==> config.mk <==
export PLATFORM = sky130hd
export DESIGN_NAME = oagu_add
export DESIGN_NICKNAME = d
export VERILOG_FILES = /design/src/rtl/oagu_add.sv
export SDC_FILE = /design/constraint.sdc
export NUM_CORES = 1
export LEC_CHECK = 0
export BUFFER_PORTS_ARGS = -buffer_cell sky130_fd_sc_hd__clkbuf_2
export CAP_MARGIN = 5
export CORE_MARGIN = 4
export CORE_UTILIZATION = 54
export DETAILED_ROUTE_END_ITERATION = 7
export PLACE_DENSITY = 0.77
export SETUP_SLACK_MARGIN = 0.05
export SYNTH_ARGS = -nofsm -noshare
export SYNTH_HDL_FRONTEND = slang
export SYNTH_SLANG_ARGS = --single-unit
==> constraint.sdc <==
create_clock -name i_clk -period 7.6 [get_ports i_clk]
set_input_delay 0.38 -clock i_clk [delete_from_list [all_inputs] [get_ports i_clk]]
set_output_delay 0.38 -clock i_clk [all_outputs]
set_load 0.03 [all_outputs]
==> src/rtl/oagu_add.sv <==
// Write-side address generator for the element-wise ADD path.
// Turns the PE ADD result stream into IOB writes while walking the loop nest
// X (innermost) -> piece -> Y, then pulses done for one cycle.
// Optional: define OAGU_ADD_RELU_EN to clamp negative results to zero on write.
module oagu_add #(
  parameter int unsigned DATA_W = 16,
  parameter int unsigned ADDR_W = 12
) (
  input  logic              i_clk,
  input  logic              i_rst_n,
  input  logic [7:0]        i_Input_PieceNum,
  input  logic [7:0]        i_Out_YLength,
  input  logic [7:0]        i_Out_XLength,
  input  logic [ADDR_W-1:0] i_Out_BaseAddr,
  input  logic              i_AGUStart,
  input  logic              i_PE_Valid,
  input  logic [DATA_W-1:0] i_PE_Data,
  output logic              o_IOB_WEn,
  output logic [ADDR_W-1:0] o_IOB_WAddr,
  output logic [DATA_W-1:0] o_IOB_WData,
  output logic              o_AGU_Busy,
  output logic              o_AGU_Done
);

  typedef enum logic [1:0] {StIdle, StRun, StDone} state_e;

  localparam logic [ADDR_W-1:0] AddrOne = 1;

  state_e              r_state;
  logic [7:0]          r_xlen, r_pnum, r_ylen;
  logic [ADDR_W-1:0]   r_base;
  logic [7:0]          r_x, r_piece, r_y;
  logic [ADDR_W-1:0]   r_offset;
  logic                r_wen, r_busy, r_done;
  logic [ADDR_W-1:0]   r_waddr;
  logic [DATA_W-1:0]   r_wdata;

  logic                w_empty;
  logic                w_x_max, w_p_max, w_y_max;
  logic [DATA_W-1:0]   w_pe_data;

  // Any zero dimension means there is nothing to write.
  assign w_empty = (i_Out_XLength == 8'd0) || (i_Input_PieceNum == 8'd0) ||
                   (i_Out_YLength == 8'd0);

  assign w_x_max = (r_x == r_xlen - 8'd1);
  assign w_p_max = (r_piece == r_pnum - 8'd1);
  assign w_y_max = (r_y == r_ylen - 8'd1);

`ifdef OAGU_ADD_RELU_EN
  assign w_pe_data = i_PE_Data[DATA_W-1] ? '0 : i_PE_Data;
`else
  assign w_pe_data = i_PE_Data;
`endif

  // Control FSM, loop counters and registered write outputs.
  always_ff @(posedge i_clk or negedge i_rst_n) begin
    if (!i_rst_n) begin
      r_state  <= StIdle;
      r_xlen   <= '0;
      r_pnum   <= '0;
      r_ylen   <= '0;
      r_base   <= '0;
      r_x      <= '0;
      r_piece  <= '0;
      r_y      <= '0;
      r_offset <= '0;
      r_wen    <= 1'b0;
      r_waddr  <= '0;
      r_wdata  <= '0;
      r_busy   <= 1'b0;
      r_done   <= 1'b0;
    end else begin
      // Write and done are single-cycle unless re-asserted below.
      r_wen   <= 1'b0;
      r_waddr <= '0;
      r_wdata <= '0;
      r_done  <= 1'b0;
      case (r_state)
        StIdle: begin
          if (i_AGUStart) begin
            r_xlen   <= i_Out_XLength;
            r_pnum   <= i_Input_PieceNum;
            r_ylen   <= i_Out_YLength;
            r_base   <= i_Out_BaseAddr;
            r_x      <= '0;
            r_piece  <= '0;
            r_y      <= '0;
            r_offset <= '0;
            if (w_empty) begin
              r_state <= StDone;
              r_done  <= 1'b1;
            end else begin
              r_state <= StRun;
              r_busy  <= 1'b1;
            end
          end
        end
        StRun: begin
          if (i_PE_Valid) begin
            r_wen    <= 1'b1;
            r_waddr  <= r_base + r_offset;
            r_wdata  <= w_pe_data;
            r_offset <= r_offset + AddrOne;
            if (w_x_max) begin
              r_x <= '0;
              if (w_p_max) begin
                r_piece <= '0;
                if (w_y_max) begin
                  r_y     <= '0;
                  r_state <= StDone;
                  r_busy  <= 1'b0;
                  r_done  <= 1'b1;
                end else begin
                  r_y <= r_y + 8'd1;
                end
              end else begin
                r_piece <= r_piece + 8'd1;
              end
            end else begin
              r_x <= r_x + 8'd1;
            end
          end
        end
        StDone: begin
          r_state <= StIdle;
        end
        default: begin
          r_state <= StIdle;
          r_busy  <= 1'b0;
        end
      endcase
    end
  end

  assign o_IOB_WEn   = r_wen;
  assign o_IOB_WAddr = r_waddr;
  assign o_IOB_WData = r_wdata;
  assign o_AGU_Busy  = r_busy;
  assign o_AGU_Done  = r_done;

endmodule

After elaboration in Yosys (flattened, before gate mapping)
Index checks and enable logic that the tools add are counted.
Word-level totals
  flip-flop bits (word level): 105
  latch bits: 0
  memory bits (writable): 0
  memory bits (read-only): 0
  input port bits: 56
  output and inout bits: 31
  word-level logic and storage cells: 90
  memories kept: 0
Cells by class
  add/subtract/negate cells: 8
  $mul: 0
  div/mod/pow operators: 0
  magnitude comparators: 0
  equal/unequal tests: 11
  shift operators: 0
  mux-type cells: 43
  bitwise operators: 1
  reduce and logical (&&, ||, !) cells: 13
Operators with widths (count)
  2-to-1 mux 8 bit: 10
  2-to-1 mux 12 bit: 4
  case mux 8 bit (2 select lines): 3
  2-to-1 mux 16 bit: 2
  adder 8 x 1 -> 8 bit (second input constant): 3
  == test 8 bit: 3
  logical NOT 8 bit: 3
  case mux 12 bit (2 select lines): 1
  subtractor 8 x 1 -> 8 bit (second input constant): 3
  2-to-1 mux 1 bit: 14
  adder 12 x 1 -> 12 bit (second input constant): 1
  adder 12 bit: 1
  2-to-1 mux 2 bit: 6
  inequality test 2 bit (second input constant): 6
  AND reduction 5 bit: 2
  AND reduction 7 bit: 1
  case mux 2 bit (2 select lines): 1
  AND reduction 4 bit: 1
  case mux 1 bit (3 select lines): 1
  AND reduction 3 bit: 1
  == test 2 x 1 -> 1 bit (second input constant): 1
  == test 2 bit (second input constant): 1
  logical NOT 2 bit: 1
  logical OR 1 bit: 2
  other kinds (4): 4

Depth between registers and ports, before layout
Gate-level depths: netlist of the first run.
  depth after elaboration: 7
  mapped depth: 10
  mapped depth without buffers: 9

Least setup slack after synthesis of the first run
Ideal clock, no wire load.
  path kind: reg2reg
  start point: reg r_pnum[0]
  end point: reg r_piece[0]
  setup time: 125 ps
  data arrival time: 2498 ps
  required time: 7475 ps
  path slack: 4978 ps
  cell stages (with the launch flop): 10
  buffers on the path: 0
  path through: dfrtp_1 > inv_1 > ha_1 > nor4b_1 > a21oi_1 > or4b_1 > a211oi_1 > nand2b_1 > nor2_1 > mux2_2
Between the ends
  cells in the longest elaborated chain, start to end: 6
Ends and longest elaborated chain
  from (decl): RTL line 30  | logic [7:0] r_xlen, r_pnum, r_ylen;
  from (signal assigned): RTL line 83  | r_pnum <= i_Input_PieceNum;
  subtractor 8 x 1 -> 8 bit: RTL line 47  | assign w_p_max = (r_piece == r_pnum - 8'd1);
  == test 8 bit: RTL line 47
  2-to-1 mux 8 bit: RTL line 107  | if (w_p_max) begin
  2-to-1 mux 8 bit: RTL line 105  | if (w_x_max) begin
  2-to-1 mux 8 bit: RTL line 100  | if (i_PE_Valid) begin
  case mux 8 bit (2 select lines): RTL line 79  | case (r_state)
  to (signal assigned): RTL line 118  | r_piece <= r_piece + 8'd1;
  to (decl): RTL line 32  | logic [7:0] r_x, r_piece, r_y;
Every way passes these cells. The select of a mux whose other input is x is not followed.
A chain may end at the register's enable or synchronous reset.

Worst setup path in the final report of the first run
  start point: reg r_state[0]
  end point: reg r_y[0]
Between the ends
  cells in the longest elaborated chain, start to end: 3
Ends and longest elaborated chain
  from (decl): RTL line 29  | state_e r_state;
  from (signal assigned): RTL line 59  | r_state <= StIdle;
  from (signal assigned): RTL line 91  | r_state <= StDone;
  from (signal assigned): RTL line 94  | r_state <= StRun;
  == test 2 x 1 -> 1 bit or logical NOT 2 bit (tied branches): RTL line 79
  inequality test 2 bit (no source line) or nonzero test 2 bit (tied branches)
  AND reduction 5 bit (no source line)
  to (signal assigned): RTL line 115  | r_y <= r_y + 8'd1;
  to (decl): RTL line 32
Several ways; a longest one is shown, not always the timed one.

==> results of run 1 <==
-- sequential cells by signal (all words and copies together) (netlist names) --
name,cells
r_ylen,8
r_base,12
r_y,8
o_AGU_Busy,1
r_state,2
o_IOB_WEn,1
r_xlen,8
r_pnum,8
r_piece,8
r_offset,12
o_IOB_WData,16
o_IOB_WAddr,12
o_AGU_Done,1
r_x,8
-- where the power goes --
part | internal [W] | switching, W | leakage (nW)
logic | 0.000168 | 0.000211 | 1.56
clock network | 0.000135 | 0.000208 | 0.0942
registers | 0.000636 | 0.0000844 | 1.33
total | 0.000940 | 0.000503 | 2.98
-- worst reg2reg max path: cells and delay by family, from the launching register on --
| family | cells | cell delay [ns] |
|---|---|---|
| buffers and inverters | 1 | 0.32 |
| flip-flops | 1 | 0.49 |
| AND/OR/NAND/NOR | 4 | 1.78 |
| AO/OA/AOI/OAI | 3 | 0.91 |
-- synthesized netlist by cell type, types with 2 or more instances --
cell type,n,share of area (%)
o31a_1,2,0.32
a21oi_1,13,1.2
o21bai_1,3,0.41
nor3_1,11,1.0
nor2_1,37,2.6
o21a_1,2,0.28
or4_1,3,0.41
inv_1,19,1.3
nand3b_1,2,0.28
and4_1,2,0.32
nor4_1,7,0.81
xor2_1,25,4.0
nand4_1,6,0.69
a21o_1,8,1.1
or3_1,6,0.69
a22o_1,7,1.1
o41ai_1,2,0.32
a211oi_1,4,0.55
o211ai_1,2,0.28
nor3b_1,2,0.28
xnor2_1,23,3.7
nand2_1,43,3.0
nand2b_1,9,1.0
ha_1,18,4.1
dfrtp_1,105,48
nand3_1,15,1.4
clkbuf_1,14,0.97
nor2b_1,7,0.81
or2_2,2,0.23
a2111oi_4,2,1.0
and3_1,27,3.1
a31oi_1,5,0.58
mux2_2,28,5.8
o21ai_0,23,2.1
o22ai_1,6,0.69
o31ai_1,4,0.55
-- cell type report --
type,instances,area (um2)
fill,805,3570
clock inverter,6,60.1
timing repair buffer,90,465
multi-input combinational,379,2670
tap,133,166
inverter,20,75.1
clock buffer,10,138
sequential,105,2630
-- how the worst min path moves through the flow --
stage                                   from    endpoint  slack [ns]  depth (start not counted)
after floorplan                      i_rst_n  o_AGU_Busy        0.08                          0
after global placement               i_rst_n   r_xlen[6]        0.38                          1
after detailed placement             i_rst_n   r_xlen[7]        0.40                          1
after CTS                   i_Out_YLength[0]   r_ylen[0]        0.20                          3
after global routing      i_Out_BaseAddr[10]  r_base[10]        0.21                          2
final                       i_Out_YLength[0]   r_ylen[0]        0.21                          3
-- what timing repair did --
action	CTS	global route
hold endpoints to repair	40	0
gates resized for setup	0	0
hold buffers	1	0
-- per-stage QoR --
step / area, um2 / power, W
6_report: 6200 / 0.00144
5_1_grt: 6200 / 0.00154
4_1_cts: 6200 / 0.00146
3_5_place_dp: 6000 / 0.00111
3_3_place_gp: 6000 / 0.00109
2_1_floorplan: 5430 / 0.000996
-- cell families (layout without fill, tap and decap cells) --
group	count (synthesis)	after routing	synth area share [%]
adder cells (fa/ha/maj)	20	20	4.70
multiplexers	29	29	5.99
AO/OA/AOI/OAI	95	95	12.7
XOR/XNOR	48	48	7.75
flip-flops	105	105	48.4
buffers and inverters	35	126	2.44
AND/OR/NAND/NOR	187	187	18.0
-- per-layer routing --
metal	up-vias	wire, um	part of all wire, %	global-route usage (%)
met5	-	0	0	0
met4	0	195	1.6	6.22
met3	20	498	4.2	4.36
met2	77	6120	52	37.4
met1	2043	5060	43	27.5
li1	2028	-	-	-
-- cell usage in the layout, fill, tap and decap left out, types with 8 or more instances in the layout --
master / n
nand2b_1: 9
dfrtp_1: 105
inv_1: 19
mux2_2: 28
a21oi_1: 13
clkbuf_2: 85
xor2_1: 25
and3_1: 27
ha_1: 18
clkbuf_8: 10
nor3_1: 11
nor2_1: 37
a21o_1: 8
o21ai_0: 23
xnor2_1: 23
nand2_1: 43
nand3_1: 15
==> results by group, run 1 <==
Outcome
  • Status: finished, final reports clean

Synthesis
  • Sequential fraction of the synthesis area: 48.4%
  • Post-synth ARST share: 100%
  • Syn Inst Count: 519
  • Post-synthesis cell area: 5430 um2
  • Flops & latches, synth: 105
  • Syn_area_per_cell: 10.5 um2
  • Count of different cell masters after synthesis: 61
  • Post-Syn Nets: 594
  • Top_reg_cell synth: dfrtp_1
  • EDFF count, synth: 0
  • Synthesis Warnings: 0

Cells and area
  • Nets: 680
  • Core Util, Final: 63.5%
  • Share of cells above drive strength 1: 23.9%
  • Final std cells w/o fill: 743
  • Area grow syn2layout: 14.3%
  • ANT cells: 0

Pwr
  • Pwr/cell area: 233 nW/um2
  • Max VDD drop: 0.000162 V
  • Leakage power: 2.98 nW

Job
  • Max-Cap Viols: 0

Timing
  • Tcrit/Tclk final: 46.9%
  • Least-Margin Pin Slew: 1.09 ns
  • Max Slew Vio Count: 0
  • Setup slack after layout: 4.03 ns
  • Tmin final: 3.57 ns
  • Relative slew slack: 26.9%
  • Final Setup Violations: 0
  • Max Clk Rate: 280 MHz
  • Setup TNS Final: 0 ns
  • Worst Skew: 0.0143 ns
  • Final Hold Fails: 0
  • RSZ-0062 raised after global routing: false
  • Hold slack final: 0.212 ns

Setup path
  • Required time worst endpoint: 7.91 ns
  • CP Max Fanout: 21
  • CP Launch Type: flop
  • Largest delay share family, worst path: simple AND/OR/NAND/NOR gates
  • Levels on crit path: 8
  • Critical Setup Path Class: reg -> reg
  • CP Buf/Inv Count: 1
  • Worst-case reg-to-reg path depth: 8
  • Worst setup path start: r_state[0]
  • Crit path DAT: 3.88 ns
  • Reg-to-reg critical path startpoint: r_state[0]
  • Setup crit end kind: flop
  • Crit-path max cell delay: 0.90 ns
  • R2R Setup Slk: 4.03 ns
  • Most used cell, CP: nand2_1
  • Reg2reg end: r_y[0]
  • Critical Path Slowest Stage Cell: nor2b_1
  • Worst Setup EP: r_y[0]
  • Crit-path cells: nor2b_1 > nand2_1 > clkinv_1 > nor2_1 > a2111oi_2 > a21o_1 > nand2_1 > o21ai_0

CTS
  • Clk sink count: 105
  • CTS tree: done
  • Clk_lat worst skew: 0.39 ns
  • Htree depth: 3
  • Clk slew on worst S/H paths: 0.11 ns
  • Clk buf depth: 2
  • CTS Buf Count: 9
  • Setup bufs post-CTS: 0
  • Root buffer cell: clkbuf_8

Global route
  • Initial antenna violation count: 0
  • Number of global-route vias before repair: 4282
  • Largest net degree at the start of global routing: 66
  • Overall global routing resource usage: 21.6%
  • Overflow after GRT: 0
  • First-pass GRT wire length: 20200 um

Place
  • Setup WS pre-CTS: 4.08 ns
  • Dpl hpwl: 8860 um
  • DP Cell Count: 726
  • Final Wtd Congestion: 0.821
  • I/O Buffers: 86

Min path
  • Hold Path Class: in -> reg

Route
  • DR pass1 iterations: 4
  • WL/cell: 16.0 um
  • DRC viols: 0
  • DR vias/cell: 5.61
  • Antenna-violating nets left: 0
  • Via count: 4168
  • Post-Route WL: 11900 um
  • Initial drt markers: 235

Floorplanning
  • Chip Width: 108 um
  • Io pins: 87
  • Initial Utilization: 55.5%
  • Core ar.: 9770 um2
  • DIE AREA: 11700 um2
  • FP Rows: 36
  • Die H: 108 um
Note: power is estimated with default switching activity, not from simulation.
==> run 2: changes to the inputs <==
--- a/config.mk
+++ b/config.mk
@@ -5,12 +5,13 @@
 export SDC_FILE = /design/constraint.sdc
 export NUM_CORES = 1
 export LEC_CHECK = 0
+export ABC_AREA = 1
 export BUFFER_PORTS_ARGS = -buffer_cell sky130_fd_sc_hd__clkbuf_2
 export CAP_MARGIN = 5
 export CORE_MARGIN = 4
 export CORE_UTILIZATION = 54
 export DETAILED_ROUTE_END_ITERATION = 7
-export PLACE_DENSITY = 0.77
+export PLACE_DENSITY = 0.76
 export SETUP_SLACK_MARGIN = 0.05
 export SYNTH_ARGS = -nofsm -noshare
 export SYNTH_HDL_FRONTEND = slang
==> constraint.sdc (replaced) <==
create_clock -name i_clk -period 3.45 [get_ports i_clk]
set_input_delay 0.1725 -clock i_clk [delete_from_list [all_inputs] [get_ports i_clk]]
set_output_delay 0.1725 -clock i_clk [all_outputs]
set_load 0.03 [all_outputs]
==> run 2 against run 1 <==
  * Largest power group unchanged
  * Wire length rose by 9.0%
  * Critical path depth up 6
  * Die area up 5.5%
  * Critical endpoint is now r_piece[0]
  * Total power rose by 130%
  * Clock-buffer cell count shrank 1
  * First-iteration DRC count increased by 48%
==> results by group, run 2 <==
Outcome
  • Status: finished, final reports clean

Synthesis
  • Yosys top cell by area: dfrtp_1
  • Most common cell in the netlist: nand2_1
  • Post-synthesis cell area: 5750 um2
  • EDFF count, synth: 0
  • Syn_area_per_cell: 7.81 um2
  • Post-Syn Nets: 811
  • Synth top area cells: dfrtp_1 46%, nand2_1 15%, nor2_1 4.8%, ha_1 3.9%, o21ai_0 3.9%
  • Sequential fraction of the synthesis area: 45.7%
  • Syn Inst Count: 736
  • Count of different cell masters after synthesis: 41
  • Commonest cells post-synth: 229 x nand2_1, 105 x dfrtp_1, 74 x nor2_1, 56 x inv_1, 45 x o21ai_0
  • Top_reg_cell synth: dfrtp_1
  • Synth top area share: 45.7%
  • Post-synth ARST share: 100%
  • Flops & latches, synth: 105
  • Synthesis Warnings: 0

Global route
  • Initial antenna violation count: 0
  • Largest net degree at the start of global routing: 56
  • Number of global-route vias before repair: 4904
  • Overflow after GRT: 0
  • First-pass GRT wire length: 22400 um
  • Overall global routing resource usage: 21.6%

CTS
  • Clk slew on worst S/H paths: 0.10 ns
  • Root buffer cell: clkbuf_8
  • Clk buf depth: 2
  • Clk_lat worst skew: 0.37 ns
  • CTS tree: done
  • Htree depth: 3
  • CTS Buf Count: 9
  • Clk sink count: 105
  • Post-CTS sizing: 0

Cells and area
  • Most common library cell in the layout ignoring fill and taps: nand2_1
  • ANT cells: 0
  • Nets: 913
  • Share of cells above drive strength 1: 16.1%
  • Core Util, Final: 64.5%
  • Max reg flops: 16
  • Most frequent cells in the layout: 229 x nand2_1, 105 x dfrtp_1, 85 x clkbuf_2
  • Area grow syn2layout: 15.9%

Route
  • Initial drt markers: 348
  • DR vias/cell: 5.17
  • WL/cell: 13.2 um
  • Post-Route WL: 12900 um
  • Antenna-violating nets left: 0
  • Via count: 5054
  • DR pass1 iterations: 6
  • DRC viols: 0

Timing
  • Final Hold Fails: 0
  • Final Setup Violations: 0
  • Relative slew slack: 53.7%
  • Worst Skew: 0.0124 ns
  • RSZ-0062 raised after global routing: false
  • Tmin final: 2.32 ns
  • Max Clk Rate: 431 MHz
  • Setup TNS Final: 0 ns
  • Hold slack final: 0.0152 ns
  • Least-Margin Pin Slew: 0.694 ns
  • Tcrit/Tclk final: 67.2%
  • Max Slew Vio Count: 0
  • Setup slack after layout: 1.13 ns

Job
  • Max-Cap Viols: 0

Place
  • Setup WS pre-CTS: 1.12 ns
  • Dpl hpwl: 9510 um
  • I/O Buffers: 86
  • Final Wtd Congestion: 0.902

Pwr
  • Pwr/cell area: 498 nW/um2
  • Leakage power: 3.42 nW
  • Max VDD drop: 0.000284 V

Floorplanning
  • Core ar.: 10300 um2
  • FP Rows: 37
  • Die H: 111 um
  • Io pins: 87
  • Chip Width: 111 um
  • DIE AREA: 12400 um2
  • Initial Utilization: 55.7%

Setup path
  • CP Launch Type: flop
  • Setup crit end kind: flop
  • Required time worst endpoint: 3.75 ns
  • CP Max Fanout: 12
  • Worst setup path start: r_xlen[0]
  • Critical Setup Path Class: reg -> reg
  • Worst Setup EP: r_piece[0]
  • R2R Setup Slk: 1.13 ns
  • Reg-to-reg critical path startpoint: r_xlen[0]
  • Reg2reg end: r_piece[0]
  • Worst-case reg-to-reg path depth: 14
  • Crit path DAT: 2.62 ns

Min path
  • Hold Path Class: in -> reg
## run 2: cell type report
cell class	count	area, um2
fill	835	3660
multi-input combinational	546	2780
sequential	105	2630
timing repair buffer	113	696
inverter	63	236
tap	136	170
clock buffer	9	124
clock inverter	5	33.8
## run 2: through the flow
| step | instances | area [um2] | power (W) |
|---|---|---|---|
| 6_report | 977 | 6660 | 0.00332 |
| 5_1_grt | 977 | 6660 | 0.00355 |
| 4_1_cts | 977 | 6660 | 0.00334 |
| 3_5_place_dp | 939 | 6270 | 0.00264 |
| 3_3_place_gp | 939 | 6270 | 0.00260 |
| 2_1_floorplan | 736 | 5750 | 0.00234 |
## run 2: cell families after synthesis
group                    after synthesis  share of synthesized area, %
flip-flops                           105                          45.7
AO/OA/AOI/OAI                         98                          9.19
buffers and inverters                 85                          5.99
adder cells (fa/ha/maj)               19                          4.27
AND/OR/NAND/NOR                      398                          30.1
XOR/XNOR                              31                          4.72
## run 2: where the power goes
group | internal [W] | switching [W] | total, W
registers | 0.00142 | 0.000196 | 0.00162
clock network | 0.000255 | 0.000416 | 0.000670
logic | 0.000382 | 0.000647 | 0.00103
## run 2: worst min-delay path by stage
stage                           from               to  slack, ns  cells past startpoint
detailed placement           i_rst_n   o_IOB_WAddr[4]       0.27                      1
CTS                 i_Out_YLength[5]        r_ylen[5]     0.0001                      3
global route           i_PE_Data[10]  o_IOB_WData[10]      0.001                      3
floorplan                    i_rst_n       o_AGU_Busy      -0.12                      0
finish              i_Out_YLength[6]        r_ylen[6]       0.02                      3
global placement             i_rst_n   o_IOB_WAddr[2]       0.26                      1
## run 2: worst max-delay path, cell delays in order, from the launching register on
cell,delay [ns]
dfrtp_1,0.40
inv_2,0.11
ha_1,0.22
nand3_2,0.11
nor2_1,0.11
nand2_1,0.06
nand2_1,0.06
nand2_1,0.05
nor2_1,0.13
nand2_1,0.13
nand2_2,0.11
nand2_1,0.23
inv_1,0.33
nand2_1,0.08
o21ai_0,0.14
## run 2: timing repair
item                                   CTS  global route
endpoints found under the hold margin   76             0
hold buffers                            24             0
setup buffers                            0             0
## run 2: metal layers
metal | track usage [%] | part of all wire [%] | vias to the layer above
met2 | 36.3 | 48 | 120
met4 | 5.11 | 1.1 | 0
met3 | 4.53 | 5.4 | 13
li1 | - | - | 2564
met1 | 28.8 | 46 | 2357
met5 | 0 | 0 | -
